[src/rtl/ddr_data_path_gen2.sv]
// ddr_data_path_gen2: single-clock DDR data path (write burst sequencer + read aligner)
//
// Ports:
//   CLK100, RESET_N          system clock, asynchronous active-low reset
//   SC_CL[2:0]               CAS latency, [2:1] integer part (2 or 3), [0] half cycle
//   WR_REQ / WR_NEXT         write command in, word pop out (WR_DATA/WR_DM sampled on WR_NEXT)
//   WR_DATA, WR_DM           {fall, rise} write word and byte masks
//   RD_REQ                   read command in
//   RD_DATA/RD_VALID/RD_LAST aligned {beat1, beat0} read words
//   ERR                      one-cycle pulse on an illegal request
//   DQ_OUT_*/DM_OUT_*/DQ_OE  write data, masks and tristate enable to the I/O cells
//   DQS_OUT_*/DQS_OE         strobe levels and tristate enable
//   DQ_IN_R, DQ_IN_F         captured read data from the I/O cells
// Optional feature macro DDR_DP_STATS_EN adds STATS_CLR, WR_BURSTS and RD_BURSTS.
module ddr_data_path_gen2 #(
    parameter int DQ_W    = 16,
    parameter int DM_W    = DQ_W / 8,
    parameter int BL      = 4,
    parameter int CAP_LAT = 1
) (
    input  logic              CLK100,
    input  logic              RESET_N,
    input  logic [2:0]        SC_CL,
    input  logic              WR_REQ,
    output logic              WR_NEXT,
    input  logic [2*DQ_W-1:0] WR_DATA,
    input  logic [2*DM_W-1:0] WR_DM,
    input  logic              RD_REQ,
    output logic [2*DQ_W-1:0] RD_DATA,
    output logic              RD_VALID,
    output logic              RD_LAST,
    output logic              ERR,
    output logic [DQ_W-1:0]   DQ_OUT_R,
    output logic [DQ_W-1:0]   DQ_OUT_F,
    output logic [DM_W-1:0]   DM_OUT_R,
    output logic [DM_W-1:0]   DM_OUT_F,
    output logic              DQ_OE,
    output logic [DM_W-1:0]   DQS_OUT_R,
    output logic [DM_W-1:0]   DQS_OUT_F,
    output logic              DQS_OE,
`ifdef DDR_DP_STATS_EN
    input  logic              STATS_CLR,
    output logic [15:0]       WR_BURSTS,
    output logic [15:0]       RD_BURSTS,
`endif
    input  logic [DQ_W-1:0]   DQ_IN_R,
    input  logic [DQ_W-1:0]   DQ_IN_F
);
    localparam int H  = BL / 2;
    localparam int BW = (H > 1) ? $clog2(H) : 1;
    localparam int N  = 3 + CAP_LAT + H;
    localparam logic [1:0] W_IDLE  = 2'd0;
    localparam logic [1:0] W_PRE   = 2'd1;
    localparam logic [1:0] W_BURST = 2'd2;
    localparam logic [1:0] W_POST  = 2'd3;
    localparam logic [BW-1:0] B_LAST = BW'(H - 1);
    localparam logic [N-1:0] H_MASK = N'((1 << H) - 1);
    localparam logic [N-1:0] ONE    = N'(1);

    logic [1:0]      st, st_nxt;
    logic [BW-1:0]   b, pi;
    logic            cont, b_last, last_pop, wr_acc, rd_acc;
    logic [3:0]      rc;
    logic [7:0]      j;
    logic [N-1:0]    sv, sl, sh, ins, ins_last;
    logic [DQ_W-1:0] r_q, f_q;

    // pi is the index of the word popped this cycle; a pop of the final word
    // of a burst is the only point where a new write can chain without a gap
    always_comb begin
        b_last   = b == B_LAST;
        pi       = (st == W_BURST && !b_last) ? b + 1'b1 : '0;
        WR_NEXT  = st == W_PRE || (st == W_BURST && (!b_last || cont));
        last_pop = WR_NEXT && pi == B_LAST;
        wr_acc   = WR_REQ && (st == W_IDLE || last_pop);
        rd_acc   = RD_REQ && !WR_REQ && st == W_IDLE && rc >= 4'(H);
        st_nxt   = (st == W_IDLE)  ? (wr_acc ? W_PRE : W_IDLE) :
                   (st == W_PRE)   ? W_BURST :
                   (st == W_BURST) ? ((b_last && !cont) ? W_POST : W_BURST) : W_IDLE;
        // tags land at depth j so tag k reaches stage 0 one cycle after its data pair is captured
        j        = (SC_CL[2:1] == 2'd3 ? 8'd3 : 8'd2) + 8'(CAP_LAT);
        ins      = H_MASK << j;
        ins_last = ONE << (j + 8'(H - 1));
    end

    assign DQ_OE     = st == W_BURST;
    assign DQS_OE    = st != W_IDLE;
    assign DQS_OUT_R = {DM_W{st == W_BURST}};
    assign DQS_OUT_F = '0;

    always_ff @(posedge CLK100 or negedge RESET_N) begin
        if (!RESET_N) begin
            st       <= W_IDLE;
            b        <= '0;
            cont     <= 1'b0;
            ERR      <= 1'b0;
            DQ_OUT_R <= '0;
            DQ_OUT_F <= '0;
            DM_OUT_R <= '0;
            DM_OUT_F <= '0;
            rc       <= 4'(H);
            sv       <= '0;
            sl       <= '0;
            sh       <= '0;
            r_q      <= '0;
            f_q      <= '0;
            RD_VALID <= 1'b0;
            RD_LAST  <= 1'b0;
            RD_DATA  <= '0;
        end else begin
            st   <= st_nxt;
            b    <= (st == W_BURST && !b_last) ? b + 1'b1 : '0;
            cont <= (wr_acc && st != W_IDLE) || (cont && !(st == W_BURST && b_last));
            ERR  <= (WR_REQ && !wr_acc) || (RD_REQ && !rd_acc);
            if (WR_NEXT) begin
                DQ_OUT_R <= WR_DATA[DQ_W-1:0];
                DQ_OUT_F <= WR_DATA[2*DQ_W-1:DQ_W];
                DM_OUT_R <= WR_DM[DM_W-1:0];
                DM_OUT_F <= WR_DM[2*DM_W-1:DM_W];
            end
            rc  <= rd_acc ? 4'd1 : (rc < 4'(H) ? rc + 4'd1 : rc);
            sv  <= (sv >> 1) | (rd_acc ? ins : '0);
            sl  <= (sl >> 1) | (rd_acc ? ins_last : '0);
            sh  <= (sh >> 1) | (rd_acc ? (ins & {N{SC_CL[0]}}) : '0);
            r_q <= DQ_IN_R;
            f_q <= DQ_IN_F;
            RD_VALID <= sv[0];
            RD_LAST  <= sv[0] & sl[0];
            // half-cycle CL: beat0 came on F last cycle, beat1 is on R now
            if (sv[0])
                RD_DATA <= sh[0] ? {DQ_IN_R, f_q} : {f_q, r_q};
        end
    end

`ifdef DDR_DP_STATS_EN
    always_ff @(posedge CLK100 or negedge RESET_N) begin
        if (!RESET_N) begin
            WR_BURSTS <= '0;
            RD_BURSTS <= '0;
        end else if (STATS_CLR) begin
            WR_BURSTS <= '0;
            RD_BURSTS <= '0;
        end else begin
            if (wr_acc && WR_BURSTS != 16'hFFFF)
                WR_BURSTS <= WR_BURSTS + 16'd1;
            if (RD_LAST && RD_BURSTS != 16'hFFFF)
                RD_BURSTS <= RD_BURSTS + 16'd1;
        end
    end
`endif
endmodule
[config.mk]
export PLATFORM = sky130hd
export DESIGN_NAME = ddr_data_path_gen2
export DESIGN_NICKNAME = d
export VERILOG_FILES = /design/src/rtl/ddr_data_path_gen2.sv
export SDC_FILE = /design/constraint.sdc
export NUM_CORES = 1
export LEC_CHECK = 0
export CAP_MARGIN = 25
export CELL_PAD_IN_SITES_DETAIL_PLACEMENT = 1
export CELL_PAD_IN_SITES_GLOBAL_PLACEMENT = 2
export CORE_MARGIN = 1
export CORE_UTILIZATION = 27
export CTS_CLUSTER_DIAMETER = 40
export DETAILED_ROUTE_END_ITERATION = 12
export PLACE_DENSITY = 0.82
export SYNTH_ARGS = -nofsm -noshare
export SYNTH_HDL_FRONTEND = slang
export SYNTH_SLANG_ARGS = --single-unit
[constraint.sdc]
create_clock -name CLK100 -period 1.6 [get_ports CLK100]
set_clock_uncertainty 0.2 [all_clocks]
set_input_delay 0.24 -clock CLK100 [delete_from_list [all_inputs] [get_ports CLK100]]
set_output_delay 0.24 -clock CLK100 [all_outputs]
set_load 0.005 [all_outputs]
==> results of run 1 <==
[layout make-up]
| type | instances | share of cell area (%) |
|---|---|---|
| flip-flops and latches | 128 | 42.3 |
| repair buffers | 198 | 25.2 |
| multi-input cells | 174 | 21.0 |
| clock buffers | 17 | 5.61 |
| well taps | 220 | 3.63 |
| clock inverters | 15 | 2.00 |
| inverters | 6 | 0.330 |
[worst max-delay path, cell delays in order, from the launching register on]
cell       delay (ps)
dfrtp_1           390
buf_4             150
ha_4              170
a21oi_4           150
buf_6             150
buf_8             140
clkbuf_16         150
mux2_4            300
[cells by family (layout without fill, tap and decap cells)]
kind of cell,after synthesis,in the layout,share of synthesized area [%]
flip-flops,128,128,68.9
multiplexers,68,68,15.6
AND/OR/NAND/NOR,54,54,5.43
AO/OA/AOI/OAI,43,43,5.35
buffers and inverters,24,236,2.82
adder cells (fa/ha/maj),6,6,1.61
other,1,2,0.0806
XOR/XNOR,1,1,0.188
[path summary, 6_finish.rpt]
path | depth (start not counted) | slack (ps) | startpoint | to
max | 7 | -320 | st[0] | DQ_OUT_F[6]
min | 1 | 60 | DQ_IN_F[10] | f_q[10]
max reg2reg | 7 | -320 | st[0] | DQ_OUT_F[6]
max in group asynchronous | 3 | 560 | RESET_N | RD_DATA[10]
min in group asynchronous | 2 | 90 | RESET_N | st[0]
min reg2reg | 0 | 150 | sh[2] | sh[1]
[layer usage]
metal  track usage, %  vias to the layer above  wire [um]
met2             26.1                      140       6450
met1             17.0                     1650       5110
li1                 -                     1518          -
met3             6.81                        7       1110
met5                0                        -          0
met4             4.55                        0        104
[what timing repair did]
item                                   4_1_cts  5_1_grt
buffers inserted                            13        2
resized for setup                          133       33
hold buffers                                 1        0
pin swaps                                   10        7
endpoints found under the hold margin      128        0
setup endpoints to repair                  125       55
gates cloned                                 0        2
[sequential cells by signal (all words and copies together) (netlist names), 2 cells and up]
register / cells
RD_DATA: 32
DQ_OUT_F: 16
DQ_OUT_R: 16
f_q: 16
r_q: 16
sh: 6
sl: 6
sv: 5
rc: 4
DM_OUT_F: 2
DM_OUT_R: 2
st: 2
[power breakdown]
group	leakage (nW)	switching (mW)	total, mW	internal [mW]
sequential	1.50	0.584	4.96	4.37
combinational	1.66	2.70	6.71	4.01
clock	0.268	1.57	3.76	2.19
total	3.43	4.86	15.4	10.6
[placed cells by master (no fill, tap or decap), types with 2 or more instances in the layout]
cell	n
buf_6	8
buf_12	7
inv_6	6
nor3_1	2
conb_1	2
dfrtp_2	2
and2_1	2
mux2i_1	32
clkinvlp_4	5
a21oi_1	33
dfrtp_1	125
nor2_1	36
ha_4	4
buf_4	31
inv_8	2
inv_2	2
clkbuf_16	19
inv_1	3
a21o_1	3
dlygate4sd2_1	71
nand2_1	3
mux2_4	36
buf_2	4
clkdlybuf4s50_1	73
ha_1	2
[stage by stage]
| step | TNS [ps] | power [mW] | setup WS, ps | area, um^2 |
|---|---|---|---|---|
| global placement | -5990 | 10.5 | -158 | 6630 |
| detailed placement | -8850 | 10.7 | -267 | 6630 |
| finish | -12750 | 15.4 | -324 | 7590 |
| CTS | -12000 | 14.7 | -324 | 7390 |
| floorplan | -3290 | 7.37 | -114 | 4660 |
| global route | -15620 | 16.4 | -366 | 7590 |
==> flow_summary.toml, run 1 <==
[yosys]
ys_warn_count = 0
syn-instance-count = 325
synthFlopType = "dfrtp_1"
synth_cell_type_count = 33
synthTopCellsByCount = "dfrtp_1, nor2_1, mux2_2"
netlist.area_leader.share_pct = 68.3
yosysSeqAreaShare_pct = 68.9
synth_edf_count = 0
yosysTopAreaCell = "dfrtp_1"
async_flop_share_pct = 100
synth-seq-cells = 128
post-synth-top-count-cell = "dfrtp_1"
syn-mean-instance-area_um2 = 14.3
netlist_area_um2 = 4650
synth_area_leaders = "dfrtp_1, mux2_2, mux2i_1"

[cells_and_area]
ff_latch_area_um2 = 3210
area_growth_pct = 63.2
fillers = 1737
layout.cells.non_filler = 758
multiInputGateArea_um2 = 1590
drive_above_1_share_pct = 26.8
diodes = 0
nNetsFinal = 606
fin_util_pct = 45.4

[floorplanning]
die_x_um = 133
floorplan.initialDensity_pct = 27.8
core_area_um2 = 16700
die_h_um = 133
fp-row-count = 47
die_area_um2 = 17800
ios = 153

[worst_setup_path]
worstPathArrival_ps = 2020
setup.worst_path.end_class = "register"
required_ps = 1690
worstSetupPathType = "reg2reg"
crit_fanout = 5
startpoint_type = "register"

[placement]
gp_congestion = 0.757
io_buffers = 150
dp_hpwl_um = 8290
placed_cells = 708

[clock_tree]
cts_root_buffer = "clkbuf_16"
cts_tree = "yes"
path_clk_slew_ps = 60
insertion_delay_ps = 410
numCtsBuffers = 17
clockBufferDepth = 2
h-tree-depth = 4
cts.sinks = 128

[run]
drv_cap = 0

[global_route]
grt_max_degree = 49
antenna_found_initial = 0
grt_pass1_wl_um = 20600
grt_usage_pct = 15.2
overflow = 0
grt_pass1_vias = 3874

[detailed_routing]
routed_wl_um = 12800
drc = 0
drt-initial-drc-count = 90
viasPerCell = 4.37
avgRoutedWirePerCell_um = 16.9
ant_nets = 0
num_vias = 3315
dr.pass1.iters = 4

[timing]
min_period_ps = 1920
layout_setup_ws_ps = -324
finalHoldViolCount = 0
slew_violations = 0
setup_violations = 55
fmax_ghz = 0.520
hold_slack_ps = 64.0
rsz0062_at_grt = "yes"
min_period_over_period_pct = 120

[status]
status = "complete, but fails checks"
violations = "setup timing"

[power_and_ir_drop]
ir_drop_mv = 1.16
leakage_nw = 3.43
power_density_nw_per_um2 = 2030

[min_path]
min_path_type = "in2reg"
Power figures use the tool's default switching activity.
==> inputs of run 2 (changes only) <==
==> config.mk (replaced) <==
export PLATFORM = sky130hd
export DESIGN_NAME = ddr_data_path_gen2
export DESIGN_NICKNAME = d
export VERILOG_FILES = /design/src/rtl/ddr_data_path_gen2.sv
export SDC_FILE = /design/constraint.sdc
export NUM_CORES = 1
export LEC_CHECK = 0
export CAP_MARGIN = 25
export CELL_PAD_IN_SITES_DETAIL_PLACEMENT = 0
export CELL_PAD_IN_SITES_GLOBAL_PLACEMENT = 1
export CORE_MARGIN = 1
export CORE_UTILIZATION = 33
export CTS_CLUSTER_DIAMETER = 40
export DETAILED_ROUTE_END_ITERATION = 12
export PLACE_DENSITY = 0.83
export SYNTH_ARGS = -nofsm -noshare
export SYNTH_HDL_FRONTEND = slang
export SYNTH_SLANG_ARGS = --single-unit
==> run 2 against run 1 <==
  * The flow still finishes with violations (setup timing)
  * Worst setup slack improved by 77 ps
  * Non-clock buffer count fell by 10
  * Flip-flop and latch count did not move
  * First-iteration DRC count rose by 3.3%
  * Count of clock-buffer cells in the layout rose by 1
  * Routed wire length fell by 16%
  * Critical endpoint is now DQS_OUT_R[0]
  * Largest cell class unchanged
==> flow_summary.toml, run 2 (synthesis gave the netlist of run 1 again) <==
[status]
status = "complete, but fails checks"
violations = "setup timing"

[clock_tree]
clockBufferDepth = 2
cts.sinks = 128
path_clk_slew_ps = 60
cts_tree = "yes"
insertion_delay_ps = 410
h-tree-depth = 4
numCtsBuffers = 17
cts_root_buffer = "clkbuf_16"

[timing]
finalHoldViolCount = 0
min_period_ps = 1850
min_period_over_period_pct = 115
setup_violations = 46
rsz0062_at_grt = "yes"
layout_setup_ws_ps = -247
hold_slack_ps = 66.1
fmax_ghz = 0.541
slew_violations = 0

[detailed_routing]
avgRoutedWirePerCell_um = 15.2
dr.pass1.iters = 4
viasPerCell = 4.50
drt-initial-drc-count = 93
routed_wl_um = 10800
ant_nets = 0
drc = 0
num_vias = 3183

[cells_and_area]
diodes = 0
layout_common_cells = "dfrtp_1, clkdlybuf4s50_1, dlygate4sd2_1"
final_common_cell = "dfrtp_1"
largest_register_ff_count = 32
largest_register = "RD_DATA"
nNetsFinal = 596
area_growth_pct = 59.1
drive_above_1_share_pct = 24.8

[power_and_ir_drop]
power_density_nw_per_um2 = 2000
intPower_mw = 10.5
p_total_mw = 14.8
swShare_pct = 28.7
ir_drop_mv = 0.950
combPwrFrac_pct = 37.0
leakage_nw = 3.27
clockPowerShare_pct = 29.7
seqPwrFrac_pct = 33.3
switchingPower_mw = 4.23

[floorplanning]
die_area_um2 = 14600
fp-row-count = 43
die_x_um = 121
core_area_um2 = 13800
die_h_um = 121
floorplan.initialDensity_pct = 33.6
ios = 153

[worst_setup_path]
worstPathArrival_ps = 1410
crit_fanout = 5
worstSetupPathType = "reg2out"
required_ps = 1160
setup.worst_path.end_class = "output pin"
startpoint_type = "register"

[global_route]
grt_pass1_wl_um = 17200
use_met1_pct = 17.6
grt_max_degree = 45
grt_pass1_vias = 3498
antenna_found_initial = 0
gr-usage-met2_pct = 26.4
grt_use_met3_pct = 5.75
grt_usage_pct = 15.7
grt.busiest_layer = "met2"
overflow = 0

[placement]
io_buffers = 150
dp_hpwl_um = 7410
gp_congestion = 0.751

[min_path]
min_path_type = "in2reg"

[run]
drv_cap = 0
[run 2: cell count changes in the layout (fill, tap and decap cells not counted), moves of 2 or more]
cell	before	now
inv_6	6	1
dlygate4sd2_1	71	73
buf_2	4	1
mux2_2	0	36
clkinv_2	0	3
bufinv_16	1	6
inv_8	2	0
buf_4	31	22
mux2_4	36	0
clkinvlp_4	5	2
[run 2: per-stage QoR]
| stage | utilization [%] | TNS (ps) | instance area [um^2] | worst slack (ps) | cells |
|---|---|---|---|---|---|
| CTS | 53.1 | -8590 | 7350 | -266 | 706 |
| global placement | 47.3 | -6030 | 6540 | -159 | 663 |
| finish | 53.5 | -8690 | 7400 | -247 | 708 |
| detailed placement | 47.3 | -7840 | 6540 | -268 | 663 |
| floorplan | - | -3290 | 4660 | -114 | 326 |
| global route | 53.5 | -11220 | 7400 | -297 | 708 |
[run 2: repair_timing]
action / in CTS / in global routing
gates cloned: 0 / 1
buffers inserted: 10 / 1
endpoints found under the hold margin: 127 / 0
resized for setup: 112 / 9
hold buffers: 1 / 0
setup endpoints to repair: 121 / 53
pin swaps: 9 / 12
[run 2: final timing paths]
kind	from	endpoint	cells after the start	slack, ps
max	st[1]	DQS_OUT_R[0]	3	-250
min in group asynchronous	RESET_N	DQ_OUT_R[7]	2	100
max reg2reg	st[1]	DQ_OUT_R[1]	6	-230
max in group asynchronous	RESET_N	r_q[4]	3	540
min reg2reg	sl[1]	sl[0]	0	140
min	DQ_IN_F[9]	f_q[9]	1	70
[run 2: critical path: stages (launching register included)]
cell and delay (ps):
dfrtp_1 410, buf_4 160, ha_4 170, dlygate4sd2_1 260
[run 2: power by group through the flow]
stage | clock (mW) | sequential, mW | combinational, mW
6_report | 4.38 | 4.92 | 5.46
2_1_floorplan | 0 | 5.02 | 2.36
5_1_grt | 4.62 | 5.06 | 5.94
3_3_place_gp | 0 | 4.95 | 5.16
4_1_cts | 4.49 | 4.93 | 5.30
3_5_place_dp | 0 | 5.00 | 5.30
[run 2: cell type report]
cell class	count	area, um^2
flip-flops and latches	128	3210
repair buffers	188	1830
multi-input cells	174	1440
inverters	6	25.0
clock inverters	14	236
fillers	1177	6430
clock buffers	18	439
well taps	180	225
[run 2: metal layers]
layer,part of all wire (%),up-vias
li1,-,1492
met1,41,1567
met2,50,107
met3,7.1,17
met4,1.5,0
met5,0,-
==> inputs of run 3 (changes only) <==
--- a/config.mk
+++ b/config.mk
@@ -12,6 +12,7 @@
 export CORE_UTILIZATION = 33
 export CTS_CLUSTER_DIAMETER = 40
 export DETAILED_ROUTE_END_ITERATION = 12
+export MAX_ROUTING_LAYER = met4
 export PLACE_DENSITY = 0.83
 export SYNTH_ARGS = -nofsm -noshare
 export SYNTH_HDL_FRONTEND = slang
==> run 3 against run 2 <==
  * Via count about the same
  * Critical endpoint unchanged
  * Non-clock buffer count unchanged
  * Register-to-register slack is essentially flat
  * Clock power about the same
  * Critical path type unchanged
  * The flow still finishes with violations (setup timing)
  * Flip-flop and latch count is the same
==> flow_summary.toml, run 3 (synthesis gave the netlist of run 1 again) <==
[status]
status = "complete, but fails checks"
violations = "setup timing"

[power_and_ir_drop]
ir_drop_mv = 0.945
combPwrFrac_pct = 37.0
seqPwrFrac_pct = 33.3
clockPowerShare_pct = 29.7
switchingPower_mw = 4.23
p_total_mw = 14.8
intPower_mw = 10.5
swShare_pct = 28.7
leakage_nw = 3.27
power_density_nw_per_um2 = 1990

[min_path]
min_path_type = "in2reg"

[cells_and_area]
largest_register_ff_count = 32
drive_above_1_share_pct = 24.8
final_common_cell = "dfrtp_1"
layout.cells.non_filler = 708
largest_register = "RD_DATA"
area_growth_pct = 59.1
layout_common_cells = "dfrtp_1, clkdlybuf4s50_1, dlygate4sd2_1"
fillers = 1177
nNetsFinal = 596
diodes = 0

[timing]
layout_setup_ws_ps = -247
min_period_over_period_pct = 115
slew_violations = 0
min_period_ps = 1850
fmax_ghz = 0.541
setup_violations = 46
finalHoldViolCount = 0
rsz0062_at_grt = "yes"

[global_route]
antenna_found_initial = 0
grt.busiest_layer = "met2"
grt_use_met3_pct = 5.14
gr-usage-met2_pct = 26.4
grt_max_degree = 45
use_met1_pct = 18.0
grt_pass1_vias = 3511
grt_usage_pct = 16.2
grt_pass1_wl_um = 17200
overflow = 0

[placement]
placed_cells = 663
io_buffers = 150
pre_cts_slack_ps = -268
gp_congestion = 0.761
dp_hpwl_um = 7410

[floorplanning]
die_h_um = 121
ios = 153
die_x_um = 121
core_area_um2 = 13800
fp-row-count = 43
die_area_um2 = 14600
floorplan.initialDensity_pct = 33.6

[detailed_routing]
drt-initial-drc-count = 98
dr.pass1.iters = 4
viasPerCell = 4.50
ant_nets = 0
drc = 0
avgRoutedWirePerCell_um = 15.2
routed_wl_um = 10800
num_vias = 3186

[clock_tree]
cts_root_buffer = "clkbuf_16"
clockBufferDepth = 2
h-tree-depth = 4
cts.sinks = 128
numCtsBuffers = 17
cts_tree = "yes"
insertion_delay_ps = 410
path_clk_slew_ps = 60

[worst_setup_path]
setup.worst_path.end_class = "output pin"
worstSetupPathType = "reg2out"
required_ps = 1160
worstPathArrival_ps = 1410
startpoint_type = "register"
crit_fanout = 5

[run]
drv_cap = 0
## run 3: routing by layer
layer	wire (um)	share of wire [%]
met1	4420	41
met2	5470	51
met3	701	6.5
met4	163	1.5
met5	0	0
## run 3: path summary, 6_finish.rpt
kind,start,endpoint,slack [ps],cells after the start
max,st[1],DQS_OUT_R[0],-250,3
min,DQ_IN_F[9],f_q[9],70,1
max in group asynchronous,RESET_N,r_q[4],540,3
min in group asynchronous,RESET_N,DQ_OUT_R[7],100,2
max reg2reg,st[1],DQ_OUT_R[1],-230,6
min reg2reg,sl[1],sl[0],140,0
## run 3: final cells by class
cell class	instances	area, um^2	share of cell area, %
tap	180	225	3.04
clock buffer	18	439	5.94
multi-input combinational	174	1440	19.4
inverter	6	25.0	0.338
timing repair buffer	188	1830	24.7
clock inverter	14	236	3.20
sequential	128	3210	43.3
## run 3: worst max-delay path: stages, from the launching register on
cell and delay (ps):
dfrtp_1 410, buf_4 160, ha_4 170, dlygate4sd2_1 260
## run 3: power by group through the flow
stage / logic, mW / registers [mW] / clock network (mW)
floorplan: 2.36 / 5.02 / 0
global placement: 5.16 / 4.95 / 0
detailed placement: 5.30 / 5.00 / 0
CTS: 5.30 / 4.93 / 4.49
global route: 5.94 / 5.06 / 4.62
finish: 5.46 / 4.92 / 4.38
## run 3: timing repair
item,CTS,global route
gates resized for setup,112,9
cloned,0,1
hold endpoints to repair,127,0
pin swaps,9,12
setup buffers,10,1
setup endpoints to repair,121,53
hold buffers,1,0
## run 3: stage by stage
step                      instance area (um^2)  TNS [ps]  hold slack [ps]  util (%)
after global routing                      7400    -11240             60.1      53.5
after floorplan                           4660     -3290             -256         -
after CTS                                 7350     -8590             45.6      53.1
after global placement                    6540     -6030            -11.9      47.3
final                                     7400     -8750             66.3      53.5
after detailed placement                  6540     -7840            -3.65      47.3
